## src/rtl/bcd_pkg.sv

```systemverilog
// Shared definitions for the sequential BCD-to-binary converter.
//   BCD_W          width of one BCD digit
//   BCD_DIGIT_MAX  largest legal BCD digit; larger nibbles saturate to this
//   bcd_state_e    converter FSM states
package bcd_pkg;

  localparam int BCD_W = 4;
  localparam logic [BCD_W-1:0] BCD_DIGIT_MAX = 4'd9;

  typedef enum logic [1:0] {
    IDLE = 2'd0,
    CONV = 2'd1,
    DONE = 2'd2
  } bcd_state_e;

endpackage

```

## src/rtl/bcd_to_bin_seq_if.sv

```systemverilog
// Request/result bundle of the BCD-to-binary converter.
//   i_start  request, taken only while o_ready is high
//   i_bcd    packed BCD word, MSD in the top nibble
//   o_ready  converter idle
//   o_busy   conversion in progress or result cycle
//   o_done   one-cycle pulse, result valid
//   o_bin    binary result, held until the next o_done
//   o_err    some digit of the last word was above 9
//   o_range  last result exceeded the legal maximum
// master: requester side, slave: converter side.
interface bcd_to_bin_seq_if #(
  parameter int DIGITS = 3,
  parameter int OUT_W  = 9
) ();

  logic                             i_start;
  logic [bcd_pkg::BCD_W*DIGITS-1:0] i_bcd;
  logic                             o_ready;
  logic                             o_busy;
  logic                             o_done;
  logic [OUT_W-1:0]                 o_bin;
  logic                             o_err;
  logic                             o_range;

  modport master (
    output i_start, i_bcd,
    input  o_ready, o_busy, o_done, o_bin, o_err, o_range
  );

  modport slave (
    input  i_start, i_bcd,
    output o_ready, o_busy, o_done, o_bin, o_err, o_range
  );

endinterface

```

## src/rtl/bcd_mac10.sv

```systemverilog
// One digit step of the BCD fold: acc_o = acc_i*10 + digit.
//   acc_i            running accumulator
//   nibble_i         current BCD digit (may be illegal)
//   acc_o            updated accumulator
//   digit_invalid_o  nibble_i was above 9; it was folded in as 9
// The caller guarantees acc_i*10+9 fits in ACC_W bits.
module bcd_mac10
  import bcd_pkg::*;
#(
  parameter int ACC_W = 10
) (
  input  logic [ACC_W-1:0] acc_i,
  input  logic [BCD_W-1:0] nibble_i,
  output logic [ACC_W-1:0] acc_o,
  output logic             digit_invalid_o
);

  logic [BCD_W-1:0] digit_sat;

  assign digit_invalid_o = (nibble_i > BCD_DIGIT_MAX);
  assign digit_sat       = digit_invalid_o ? BCD_DIGIT_MAX : nibble_i;

  // x*10 as x*8 + x*2, no multiplier
  assign acc_o = (acc_i << 3) + (acc_i << 1) + ACC_W'(digit_sat);

endmodule

```

## src/rtl/bcd_to_bin_seq.sv

```systemverilog
// Sequential BCD-to-binary converter, one digit per cycle, MSD first.
//   i_clk   clock, rising edge
//   i_rst   synchronous active-high reset; aborts a running conversion
//   bus     request/result bundle (bcd_to_bin_seq_if.slave)
// Optional build macro BCD_RANGE_CHECK_EN: clamp results above MAX_VAL
// to MAX_VAL and flag o_range; otherwise the result is truncated to OUT_W
// bits and o_range stays 0.
//
// state | meaning
// IDLE  | o_ready high, waiting for i_start
// CONV  | folding one digit per cycle into the accumulator
// DONE  | result registered, o_done pulse; back to IDLE next cycle
module bcd_to_bin_seq
  import bcd_pkg::*;
#(
  parameter int DIGITS  = 3,
  parameter int OUT_W   = 9,
  parameter int MAX_VAL = 359
) (
  input  logic             i_clk,
  input  logic             i_rst,
  bcd_to_bin_seq_if.slave  bus
);

  localparam int ACC_W = $clog2(10 ** DIGITS);
  localparam int SR_W  = BCD_W * DIGITS;
  localparam int CNT_W = (DIGITS > 1) ? $clog2(DIGITS) : 1;
  localparam logic [CNT_W-1:0] CNT_LAST = CNT_W'(DIGITS - 1);

  localparam logic [1:0] S_IDLE = IDLE;
  localparam logic [1:0] S_CONV = CONV;
  localparam logic [1:0] S_DONE = DONE;

  if ((2 ** OUT_W) <= MAX_VAL) begin : g_bad_out_w
    $error("bcd_to_bin_seq: OUT_W too narrow for MAX_VAL");
  end

  logic [1:0]       state_q, state_d;
  logic [ACC_W-1:0] acc_q, acc_d;
  logic [SR_W-1:0]  sr_q, sr_d;
  logic [CNT_W-1:0] cnt_q, cnt_d;
  logic             sticky_err_q, sticky_err_d;
  logic [OUT_W-1:0] bin_q, bin_d;
  logic             err_q, err_d;
  logic             range_q, range_d;
  logic             done_q, done_d;

  logic [ACC_W-1:0] acc_step;
  logic             digit_bad;
  logic [OUT_W-1:0] res_bin;
  logic             res_range;

  bcd_mac10 #(
    .ACC_W (ACC_W)
  ) u_mac10 (
    .acc_i           (acc_q),
    .nibble_i        (sr_q[SR_W-1 -: BCD_W]),
    .acc_o           (acc_step),
    .digit_invalid_o (digit_bad)
  );

`ifdef BCD_RANGE_CHECK_EN
  always_comb begin
    res_bin   = OUT_W'(acc_step);
    res_range = 1'b0;
    if (acc_step > ACC_W'(MAX_VAL)) begin
      res_bin   = OUT_W'(MAX_VAL);
      res_range = 1'b1;
    end
  end
`else
  assign res_bin   = OUT_W'(acc_step);
  assign res_range = 1'b0;
`endif

  always_comb begin
    state_d      = state_q;
    acc_d        = acc_q;
    sr_d         = sr_q;
    cnt_d        = cnt_q;
    sticky_err_d = sticky_err_q;
    bin_d        = bin_q;
    err_d        = err_q;
    range_d      = range_q;
    done_d       = 1'b0;
    case (state_q)
      S_IDLE: begin
        if (bus.i_start) begin
          state_d      = S_CONV;
          acc_d        = '0;
          sr_d         = bus.i_bcd;
          cnt_d        = '0;
          sticky_err_d = 1'b0;
        end
      end
      S_CONV: begin
        acc_d        = acc_step;
        sr_d         = sr_q << BCD_W;
        cnt_d        = cnt_q + CNT_W'(1);
        sticky_err_d = sticky_err_q | digit_bad;
        if (cnt_q == CNT_LAST) begin
          // results come straight from the final step, not from acc_q
          state_d = S_DONE;
          bin_d   = res_bin;
          err_d   = sticky_err_q | digit_bad;
          range_d = res_range;
          done_d  = 1'b1;
        end
      end
      S_DONE:  state_d = S_IDLE;
      default: state_d = S_IDLE;
    endcase
  end

  always_ff @(posedge i_clk) begin
    if (i_rst) begin
      state_q      <= S_IDLE;
      acc_q        <= '0;
      sr_q         <= '0;
      cnt_q        <= '0;
      sticky_err_q <= 1'b0;
      bin_q        <= '0;
      err_q        <= 1'b0;
      range_q      <= 1'b0;
      done_q       <= 1'b0;
    end else begin
      state_q      <= state_d;
      acc_q        <= acc_d;
      sr_q         <= sr_d;
      cnt_q        <= cnt_d;
      sticky_err_q <= sticky_err_d;
      bin_q        <= bin_d;
      err_q        <= err_d;
      range_q      <= range_d;
      done_q       <= done_d;
    end
  end

  assign bus.o_ready = (state_q == S_IDLE);
  assign bus.o_busy  = (state_q == S_CONV) || (state_q == S_DONE);
  assign bus.o_done  = done_q;
  assign bus.o_bin   = bin_q;
  assign bus.o_err   = err_q;
  assign bus.o_range = range_q;

endmodule
```

## src/flat_wrapper.sv

```systemverilog
// flat-port wrapper written by rule: the top's interface ports become plain ports
module bcd_to_bin_seq_flat import bcd_pkg::*;
#(
  parameter int DIGITS  = 3,
  parameter int OUT_W   = 9,
  parameter int MAX_VAL = 359
)
  (i_clk, i_rst, bus_i_start, bus_i_bcd, bus_o_ready, bus_o_busy, bus_o_done, bus_o_bin, bus_o_err, bus_o_range);
  bcd_to_bin_seq_if #(.DIGITS(DIGITS), .OUT_W(OUT_W)) bus_i ();
  input  logic i_clk;
  input  logic i_rst;
  input wire logic [$bits(bus_i.i_start)-1:0] bus_i_start;
  input wire logic [$bits(bus_i.i_bcd)-1:0] bus_i_bcd;
  output wire logic [$bits(bus_i.o_ready)-1:0] bus_o_ready;
  output wire logic [$bits(bus_i.o_busy)-1:0] bus_o_busy;
  output wire logic [$bits(bus_i.o_done)-1:0] bus_o_done;
  output wire logic [$bits(bus_i.o_bin)-1:0] bus_o_bin;
  output wire logic [$bits(bus_i.o_err)-1:0] bus_o_err;
  output wire logic [$bits(bus_i.o_range)-1:0] bus_o_range;
  assign bus_i.i_start = bus_i_start;
  assign bus_i.i_bcd = bus_i_bcd;
  assign bus_o_ready = bus_i.o_ready;
  assign bus_o_busy = bus_i.o_busy;
  assign bus_o_done = bus_i.o_done;
  assign bus_o_bin = bus_i.o_bin;
  assign bus_o_err = bus_i.o_err;
  assign bus_o_range = bus_i.o_range;
  bcd_to_bin_seq #(.DIGITS(DIGITS), .OUT_W(OUT_W), .MAX_VAL(MAX_VAL)) u_core (.i_clk(i_clk), .i_rst(i_rst), .bus(bus_i));
endmodule
```

## config.mk

```make
export PLATFORM = sky130hd
export DESIGN_NAME = bcd_to_bin_seq_flat
export DESIGN_NICKNAME = d
export VERILOG_FILES = /design/src/rtl/bcd_pkg.sv /design/src/rtl/bcd_to_bin_seq_if.sv /design/src/rtl/bcd_mac10.sv /design/src/rtl/bcd_to_bin_seq.sv /design/src/flat_wrapper.sv
export SDC_FILE = /design/constraint.sdc
export NUM_CORES = 1
export LEC_CHECK = 0
export CORE_ASPECT_RATIO = 1.25
export CORE_MARGIN = 2
export CORE_UTILIZATION = 50
export CTS_BUF_LIST = sky130_fd_sc_hd__clkbuf_16
export DETAILED_ROUTE_END_ITERATION = 8
export MAX_ROUTING_LAYER = met4
export PLACE_DENSITY = 0.85
export SLEW_MARGIN = 30
export SYNTH_ARGS = -nofsm -noshare
export SYNTH_HDL_FRONTEND = slang
export SYNTH_SLANG_ARGS = --single-unit
```

## constraint.sdc

```tcl
create_clock -name i_clk -period 3.4 [get_ports i_clk]
set_clock_uncertainty 0.15 [all_clocks]
set_input_delay 0.34 -clock i_clk [delete_from_list [all_inputs] [get_ports i_clk]]
set_output_delay 0.34 -clock i_clk [all_outputs]
set_load 0.03 [all_outputs]
```

Word-level counts from Yosys, hierarchy flattened
Index checks and enable logic that the tools add are counted.
{"block": "word_totals", "reg_bits": 36, "output_inout_bits": 14}
{"block": "op_classes", "addsub": 3, "n_lt_le_gt_ge": 1, "n_eq_ne": 5, "n_mux": 13, "n_bitwise": 2, "n_reduce_logical": 7}
{"operator": "case mux 12 bit (2 select lines)", "count": 1}
{"operator": "case mux 8 bit (2 select lines)", "count": 1}
{"operator": "2-to-1 mux 12 bit", "count": 1}
{"operator": "adder 9 x 4 -> 9 bit", "count": 1}
{"operator": "adder 9 bit", "count": 1}
{"operator": "2-to-1 mux 8 bit", "count": 1}
{"operator": "case mux 2 bit (2 select lines)", "count": 2}
{"operator": "2-to-1 mux 2 bit", "count": 3}
{"operator": "AND reduction 2 bit", "count": 3}
{"operator": "equality test 2 bit (second input constant)", "count": 2}
{"operator": "> comparator 4 bit (second input constant)", "count": 1}
{"operator": "2-to-1 mux 4 bit", "count": 1}
{"operator": "adder 2 x 1 -> 2 bit (second input constant)", "count": 1}
{"operator": "equality test 2 x 1 -> 1 bit (second input constant)", "count": 1}
{"operator": "logical NOT 2 bit", "count": 1}
{"operator": "2-to-1 mux 1 bit", "count": 2}
{"operator": "inequality test 2 x 1 -> 1 bit (second input constant)", "count": 1}
{"operator": "inequality test 2 bit (second input constant)", "count": 1}
{"operator": "case mux 1 bit (2 select lines)", "count": 1}
{"operator": "nonzero test 2 bit", "count": 1}
{"operator": "OR reduction 2 bit", "count": 1}
{"operator": "logical OR 1 bit", "count": 1}
{"operator": "inverter 1 bit", "count": 1}
{"operator": "bitwise OR 1 bit", "count": 1}

Longest topological paths before layout
Gate-level depths: netlist of run 1.
{"block": "depth", "ltp_word": 4, "mapped_depth": 9}

Hierarchy
Synthesis of run 1 repeated with hierarchy kept, for this count alone.
{"block": "unflattened", "hier_cells": 228, "hier_area_um2": 2010.7}
{"mod": "bcd_to_bin_seq", "instances": 1, "cells_per_inst": 178, "area_per_inst_um2": 1584.0, "seq_area_each_um2": 760.7}
{"mod": "bcd_mac10", "instances": 1, "cells_per_inst": 50, "area_per_inst_um2": 426.7, "seq_area_each_um2": 0.0}

Worst setup path after synthesis of run 1
OpenSTA, ideal clock, no wires.
{"block": "synth_path", "path_type": "register to register", "startpoint": "register u_core.sr_q[11]", "endpoint": "register u_core.bin_q[8] (netlist: u_core.bus.o_bin[8])", "setup_ps": 79, "t_arrival_ps": 2287, "slack_ps": 884, "path_stages_with_launch": 8, "path_buffers": 1, "synth_period_minus_slack_ps": 2516, "path_cell_list": "dfxtp_1 clkbuf_1 fa_1 fa_1 a211oi_1 o21bai_1 a2111o_1 o211ai_1"}
{"block": "synth_via", "elab_chain_len": 3}
{"element": "start, declared", "line_no": "bcd_to_bin_seq.sv:40", "source": "logic [SR_W-1:0] sr_q, sr_d;"}
{"element": "start signal, assigned", "line_no": "bcd_to_bin_seq.sv:129", "source": "sr_q <= sr_d;"}
{"element": "> comparator 4 bit", "line_no": "bcd_mac10.sv:20", "source": "assign digit_invalid_o = (nibble_i > BCD_DIGIT_MAX);"}
{"element": "2-to-1 mux 4 bit (*)", "line_no": "bcd_mac10.sv:21", "source": "assign digit_sat = digit_invalid_o ? BCD_DIGIT_MAX : nibble_i;"}
{"element": "adder 9 x 4 -> 9 bit (*)", "line_no": "bcd_mac10.sv:24", "source": "assign acc_o = (acc_i << 3) + (acc_i << 1) + ACC_W'(digit_sat);"}
{"element": "end signal, assigned", "line_no": "bcd_to_bin_seq.sv:132", "source": "bin_q <= bin_d;"}
{"element": "end, declared", "line_no": "bcd_to_bin_seq.sv:43", "source": "logic [OUT_W-1:0] bin_q, bin_d;"}
Mark *: on every way between the ends. The rest lies on a longest branch, timed or not.
A chain may end at the register's enable or synchronous reset.

Final worst setup path of run 1
{"block": "layout_path", "startpoint": "register u_core.sr_q[11]", "endpoint": "register u_core.acc_q[6]"}
{"block": "layout_via", "elab_chain_len": 4}
{"element": "> comparator 4 bit", "line_no": "bcd_mac10.sv:20"}
{"element": "2-to-1 mux 4 bit (*)", "line_no": "bcd_mac10.sv:21"}
{"element": "adder 9 x 4 -> 9 bit (*)", "line_no": "bcd_mac10.sv:24"}
{"element": "case mux 8 bit (2 select lines) (*)", "line_no": "bcd_to_bin_seq.sv:86", "source": "case (state_q)"}
{"element": "end signal, assigned", "line_no": "bcd_to_bin_seq.sv:118", "source": "acc_q <= '0;"}
{"element": "end signal, assigned", "line_no": "bcd_to_bin_seq.sv:128", "source": "acc_q <= acc_d;"}
{"element": "end, declared", "line_no": "bcd_to_bin_seq.sv:39", "source": "logic [ACC_W-1:0] acc_q, acc_d;"}
Marked as above.

==> results of run 1 <==
==> placed cells by master, fill, tap and decap left out, types with 3 or more instances in the layout <==
| cell type | synthesis | layout |
|---|---|---|
| a211oi_1 | 14 | 14 |
| a21oi_1 | 21 | 21 |
| a22o_1 | 4 | 4 |
| a31oi_1 | 3 | 3 |
| a32oi_1 | 3 | 3 |
| buf_4 | 3 | 4 |
| clkbuf_16 | 0 | 5 |
| clkdlybuf4s50_1 | 0 | 27 |
| dfxtp_1 | 36 | 36 |
| ha_1 | 15 | 15 |
| inv_1 | 7 | 7 |
| mux2i_1 | 8 | 8 |
| nand2_1 | 16 | 16 |
| nand2b_1 | 3 | 3 |
| nor2_1 | 25 | 25 |
| nor2b_1 | 6 | 6 |
| nor3_1 | 3 | 3 |
| nor3b_1 | 6 | 6 |
| o211ai_1 | 3 | 3 |
| o21ai_0 | 3 | 3 |
| or3_1 | 4 | 4 |
==> logic make-up after synthesis <==
kind of cell             count (synthesis)  share of synthesized area (%)
AND/OR/NAND/NOR                         71                           17.9
multiplexers                             8                           4.00
buffers and inverters                   22                           5.07
AO/OA/AOI/OAI                           67                           24.1
flip-flops                              36                           36.0
other                                    1                          0.187
XOR/XNOR                                 3                           1.31
adder cells (fa/ha/maj)                 17                           11.4
==> cell type report <==
cell class	count	share of cell area, %
clock buffers	5	5.13
clock inverters	3	0.770
inverters	7	1.08
multi-input cells	167	48.4
flip-flops and latches	36	29.6
well taps	54	2.77
repair buffers	31	12.3
==> worst min-delay path by stage <==
stage	end	slack (ns)	cells past startpoint
floorplan	u_core.cnt_q[0]	0.28	2
global placement	u_core.cnt_q[0]	0.29	2
detailed placement	u_core.bus.o_bin[5]	0.30	2
CTS	u_core.bus.o_bin[5]	0.30	2
global route	u_core.bus.o_bin[6]	0.32	2
finish	u_core.bus.o_bin[5]	0.30	2
==> through the flow <==
stage	setup WS [ns]	hold WS [ns]	std cells	power, mW
after floorplan	0.884	0.282	225	0.636
after global placement	0.834	0.290	295	0.690
after detailed placement	0.770	0.297	295	0.698
after CTS	0.744	0.304	303	1.14
after global routing	0.540	0.315	303	1.19
final	0.742	0.302	303	1.14
==> tightest hold or removal path, delay by kind of cell (launching register included) <==
family,cells,cell delay [ns]
flip-flops,1,0.30
AND/OR/NAND/NOR,1,0.05
AO/OA/AOI/OAI,1,0.05
==> state kept, by name, indices dropped and copies added (netlist names) <==
register and count:
u_core.bus.o_done 1, u_core.state_q 2, u_core.bus.o_bin 9, u_core.acc_q 8, u_core.sticky_err_q 1, u_core.sr_q 12
u_core.bus.o_err 1, u_core.cnt_q 2
==> routing by layer <==
| metal | GRT usage, % | share of wire, % |
|---|---|---|
| met5 | - | 0 |
| met4 | 13.8 | 3.6 |
| met3 | 4.30 | 3.5 |
| met2 | 40.5 | 54 |
| met1 | 25.5 | 39 |
==> power breakdown <==
group          leakage (nW)  total [mW]  internal [mW]  switching, mW
logic                 0.594       0.225         0.0940          0.131
clock network        0.0736       0.450          0.270          0.181
registers             0.293       0.467          0.448         0.0189
total                 0.961        1.14          0.812          0.331
==> impl_metrics.json, run 1 <==
{
  "area_delta_synth_final_pct": 21.8,
  "synth_top_cells_by_count": "36 x dfxtp_1, 25 x nor2_1, 21 x a21oi_1, 16 x nand2_1, 15 x ha_1",
  "final_util_pct": 63.9,
  "slowest_delay_ns": 0.43,
  "multi_input_area_um2": 1180,
  "tightestPinTransition_ns": 0.679,
  "cts_resized": 0,
  "crit_fanout": 5,
  "fin_nets": 280,
  "critical_path.startpoint": "u_core.sr_q[11]",
  "dp_hpwl_mm": 3.22,
  "dpl_cell_area_um2": 2290,
  "finalSetupViolations": 0,
  "status": "finished clean",
  "worstPathArrival_ns": 2.72,
  "die_h_um": 74.7,
  "yosysSeqAreaShare_pct": 36.0,
  "ys.flop_type": "dfxtp_1",
  "r2r-start": "u_core.sr_q[11]",
  "ios": 29,
  "r2r-end": "u_core.acc_q[6]",
  "yosysWarnings": 0,
  "setup-tns-final_ns": 0,
  "antenna_found_initial": 0,
  "slowest_stage": "fa_1",
  "reg2reg_depth": 8,
  "num_rows": 25,
  "maxSlewHeadroom_pct": 54.7,
  "drt_iter0_drc": 55,
  "path_delay_family": "adder cells",
  "yosys-top-cells-area": "dfxtp_1 36%, ha_1 9.4%, a211oi_1 5.3%",
  "cp_cell_sequence": "nor2b_1 > ha_1 > ha_1 > fa_1 > a211oi_1 > nor2_1 > or3b_1 > a31oi_1",
  "critPathLaunchType": "register",
  "firstDrtPassIters": 4,
  "grt_pass1_wl_mm": 7.78,
  "synthesis.instances": 225,
  "antenna_cells": 0,
  "drive_gt1_share_pct": 6.83,
  "fill_cells": 337,
  "synth.most_common_cell": "dfxtp_1",
  "path_clk_slew_ns": 0.06,
  "max_freq_mhz": 376,
  "synth-seq-cells": 36,
  "port_buffers": 27,
  "synth_largest_area_cell": "dfxtp_1",
  "cp_common_cell": "ha_1",
  "path_class": "register to register",
  "fp.dieW_um": 60.6,
  "cts_max_level": 2,
  "drv_slew": 0,
  "cp-endpoint": "u_core.acc_q[6]",
  "hp-class": "register to register",
  "final_area_um2": 2440,
  "clkSinkCount": 36,
  "hold_viol_final": 0,
  "syn-cell-area_um2": 2000,
  "post_drt_wl_per_cell_um": 15.1,
  "synth_cell_type_count": 46,
  "route.detailed.drc": 0,
  "p_per_area_nw_per_um2": 469,
  "ff2ff_setup_slack_ns": 0.74,
  "post-cts-setup-buffers": 0,
  "cts_root_buf": "clkbuf_16",
  "maxCapViolCount": 0,
  "avgSynthCellArea_um2": 8.89,
  "synth_edf_count": 0,
  "cp_num_buf_inv": 0,
  "grt_overflow": 0,
  "layout_min_cycle_time_ns": 2.66,
  "synth.net_count": 257,
  "gp_congestion": 0.882,
  "cts_buffers": 5,
  "p_leak_nw": 0.961,
  "core_um2": 3820,
  "async_reset_ff_share_pct": 0,
  "netlist.area_leader.share_pct": 36.0,
  "routed-via-count": 1762,
  "fin_crit_sh_pct": 78.2,
  "clkLatencyLatePin_ns": 0.29,
  "cts_tree": "done",
  "seq_area_um2": 721,
  "track_usage_pct": 23.8,
  "required_ns": 3.46,
  "drt-total-wl_mm": 4.58,
  "first_global_vias": 1749,
  "hold_start": "u_core.bus.o_bin[5]",
  "ir_drop_mv": 0.429,
  "start_util_pct": 52.4,
  "crit_cells": 8,
  "end_kind": "register",
  "die-area_um2": 4530,
  "rsz0062_at_grt": "no",
  "cts_max_path_buffers": 2,
  "ant_nets": 0,
  "ctsHoldBuffers": 0,
  "viasPerCell": 5.82,
  "grt_start_max_net_pins": 36
}
(Power assumes the default switching activity.)
==> run 2, diff against run 1 <==
==> constraint.sdc (replaced) <==
create_clock -name i_clk -period 2.8 [get_ports i_clk]
set_clock_uncertainty 0.15 [all_clocks]
set_input_delay 0.28 -clock i_clk [delete_from_list [all_inputs] [get_ports i_clk]]
set_output_delay 0.28 -clock i_clk [all_outputs]
set_load 0.03 [all_outputs]
==> impl_metrics.json, run 2 (same netlist as run 1, synthesis figures left out) <==
{
  "status": "finished clean",
  "drt_iter0_drc": 47,
  "setup-tns-final_ns": 0,
  "gp_congestion": 0.870,
  "finalSetupViolations": 0,
  "r2r-end": "u_core.acc_q[6]",
  "internal-power_mw": 1.08,
  "cts_tree": "done",
  "clockPowerShare_pct": 43.3,
  "crit_fanout": 3,
  "p_comb_share_pct": 18.5,
  "holdPathEnd": "u_core.bus.o_bin[6]",
  "end_kind": "register",
  "viasPerCell": 5.76,
  "hold_start": "u_core.bus.o_bin[6]",
  "critical_path.startpoint": "u_core.sr_q[10]",
  "p_sw_mw": 0.404,
  "fin_crit_sh_pct": 92.4,
  "p_per_area_nw_per_um2": 600,
  "fill_cells": 330,
  "ff2ff_setup_slack_ns": 0.21,
  "rsz0062_at_grt": "no",
  "final_common_cell": "dfxtp_1",
  "dp_hpwl_mm": 3.24,
  "cts_max_level": 2,
  "grt_start_max_net_pins": 36,
  "drt-total-wl_mm": 4.57,
  "hp-class": "register to register",
  "p_leak_nw": 0.973,
  "critPathLaunchType": "register",
  "grt_pass1_wl_mm": 7.51,
  "layout_min_cycle_time_ns": 2.59,
  "cts_root_buf": "clkbuf_16",
  "p_sw_share_pct": 27.2,
  "hold_viol_final": 0,
  "route.detailed.drc": 0,
  "path_class": "register to register",
  "final_cell_mix": "36 x dfxtp_1, 27 x clkdlybuf4s50_1, 25 x nor2_1, 21 x a21oi_1, 16 x nand2_1",
  "core_um2": 3820,
  "drive_gt1_share_pct": 7.60,
  "firstDrtPassIters": 4,
  "required_ns": 2.86,
  "grt_overflow": 0,
  "worst_slack_ns": 0.214,
  "regMostFlops": "u_core.sr_q",
  "start_util_pct": 52.4,
  "port_buffers": 27,
  "ir_drop_mv": 0.776,
  "clkLatencyLatePin_ns": 0.28,
  "num_rows": 25,
  "pwr-share-seq_pct": 38.2,
  "pre_cts_ws_ns": 0.193,
  "ctsHoldBuffers": 0,
  "post_drt_wl_per_cell_um": 15.0,
  "r2r-start": "u_core.sr_q[10]",
  "die-area_um2": 4530,
  "routed-via-count": 1750,
  "clkSinkCount": 36,
  "fp.dieW_um": 60.6,
  "first_global_vias": 1681,
  "reg2reg_depth": 8,
  "track_usage_pct": 23.1,
  "cts_max_path_buffers": 2,
  "die_h_um": 74.7,
  "hold-path-cell-count": 2,
  "max_freq_mhz": 387,
  "largest_register_ffs": 12,
  "cts_buffers": 5,
  "drv_slew": 0,
  "maxCapViolCount": 0,
  "path_clk_slew_ns": 0.06,
  "area_delta_synth_final_pct": 23.8,
  "ios": 29,
  "antenna_cells": 0,
  "worstPathArrival_ns": 2.64,
  "fin_nets": 281,
  "antenna_found_initial": 0,
  "ant_nets": 0,
  "post-cts-setup-buffers": 0
}
-- run 2: cell types whose count changed in the layout (fill, tap and decap cells not counted), sizes merged --
cell / change
clkinvlp: +1
bufinv: +1
inv: +1
clkinv: -3
buf: +1
-- run 2: worst max path at each step --
| stage | to | slack [ns] | depth (start not counted) |
|---|---|---|---|
| 3_3_place_gp | u_core.bus.o_bin[8] | 0.23 | 8 |
| 2_1_floorplan | u_core.bus.o_bin[8] | 0.28 | 7 |
| 6_report | u_core.acc_q[6] | 0.21 | 8 |
| 4_1_cts | u_core.bus.o_bin[8] | 0.14 | 8 |
| 5_1_grt | u_core.acc_q[6] | 0.05 | 8 |
| 3_5_place_dp | u_core.acc_q[6] | 0.19 | 8 |
-- run 2: what timing repair did --
action / in CTS / in global routing
gates resized for setup: 0 / 1
setup endpoints to repair: 0 / 3
hold endpoints to repair: 0 / 0
-- run 2: per-layer routing --
| metal | GRT usage (%) | share of wire (%) |
|---|---|---|
| met2 | 39.7 | 53 |
| met3 | 4.47 | 3.1 |
| met4 | 15.5 | 4.4 |
| met1 | 23.4 | 39 |
| met5 | - | 0 |
-- run 2: power groups by stage --
stage / Sequential [mW] / Clock (mW) / Combinational (mW)
after floorplan: 0.574 / 0 / 0.199
final: 0.568 / 0.644 / 0.275
after global routing: 0.572 / 0.670 / 0.301
after global placement: 0.575 / 0 / 0.265
after CTS: 0.567 / 0.651 / 0.274
after detailed placement: 0.578 / 0 / 0.269
-- run 2: cell type report --
cell class                      count  area [um2]  share of cell area, %
Tap cell                           54        67.6                   2.73
Sequential cell                    36         721                   29.1
Timing Repair Buffer               32         308                   12.4
Inverter                            7        26.3                   1.06
Clock inverter                      3        46.3                   1.87
Multi-Input combinational cell    167        1180                   47.8
Clock buffer                        5         125                   5.05
-- run 2: worst max-delay path, stage by stage, from the launching register on --
cell and delay (ns):
dfxtp_1 0.35, nor2b_1 0.17, ha_1 0.25, ha_1 0.24, fa_1 0.45, a211oi_2 0.27
nor2_1 0.09, or3b_1 0.38, a31oi_1 0.16
-- run 2: stage by stage --
stage | power, mW | utilization (%) | hold slack, ns | instances | instance area (um2)
after floorplan | 0.773 | - | 0.282 | 225 | 2000
after global placement | 0.841 | 60.3 | 0.291 | 296 | 2300
after detailed placement | 0.847 | 60.3 | 0.297 | 296 | 2300
after CTS | 1.49 | 64.8 | 0.304 | 304 | 2470
after global routing | 1.54 | 64.9 | 0.322 | 304 | 2480
final | 1.49 | 64.9 | 0.302 | 304 | 2480
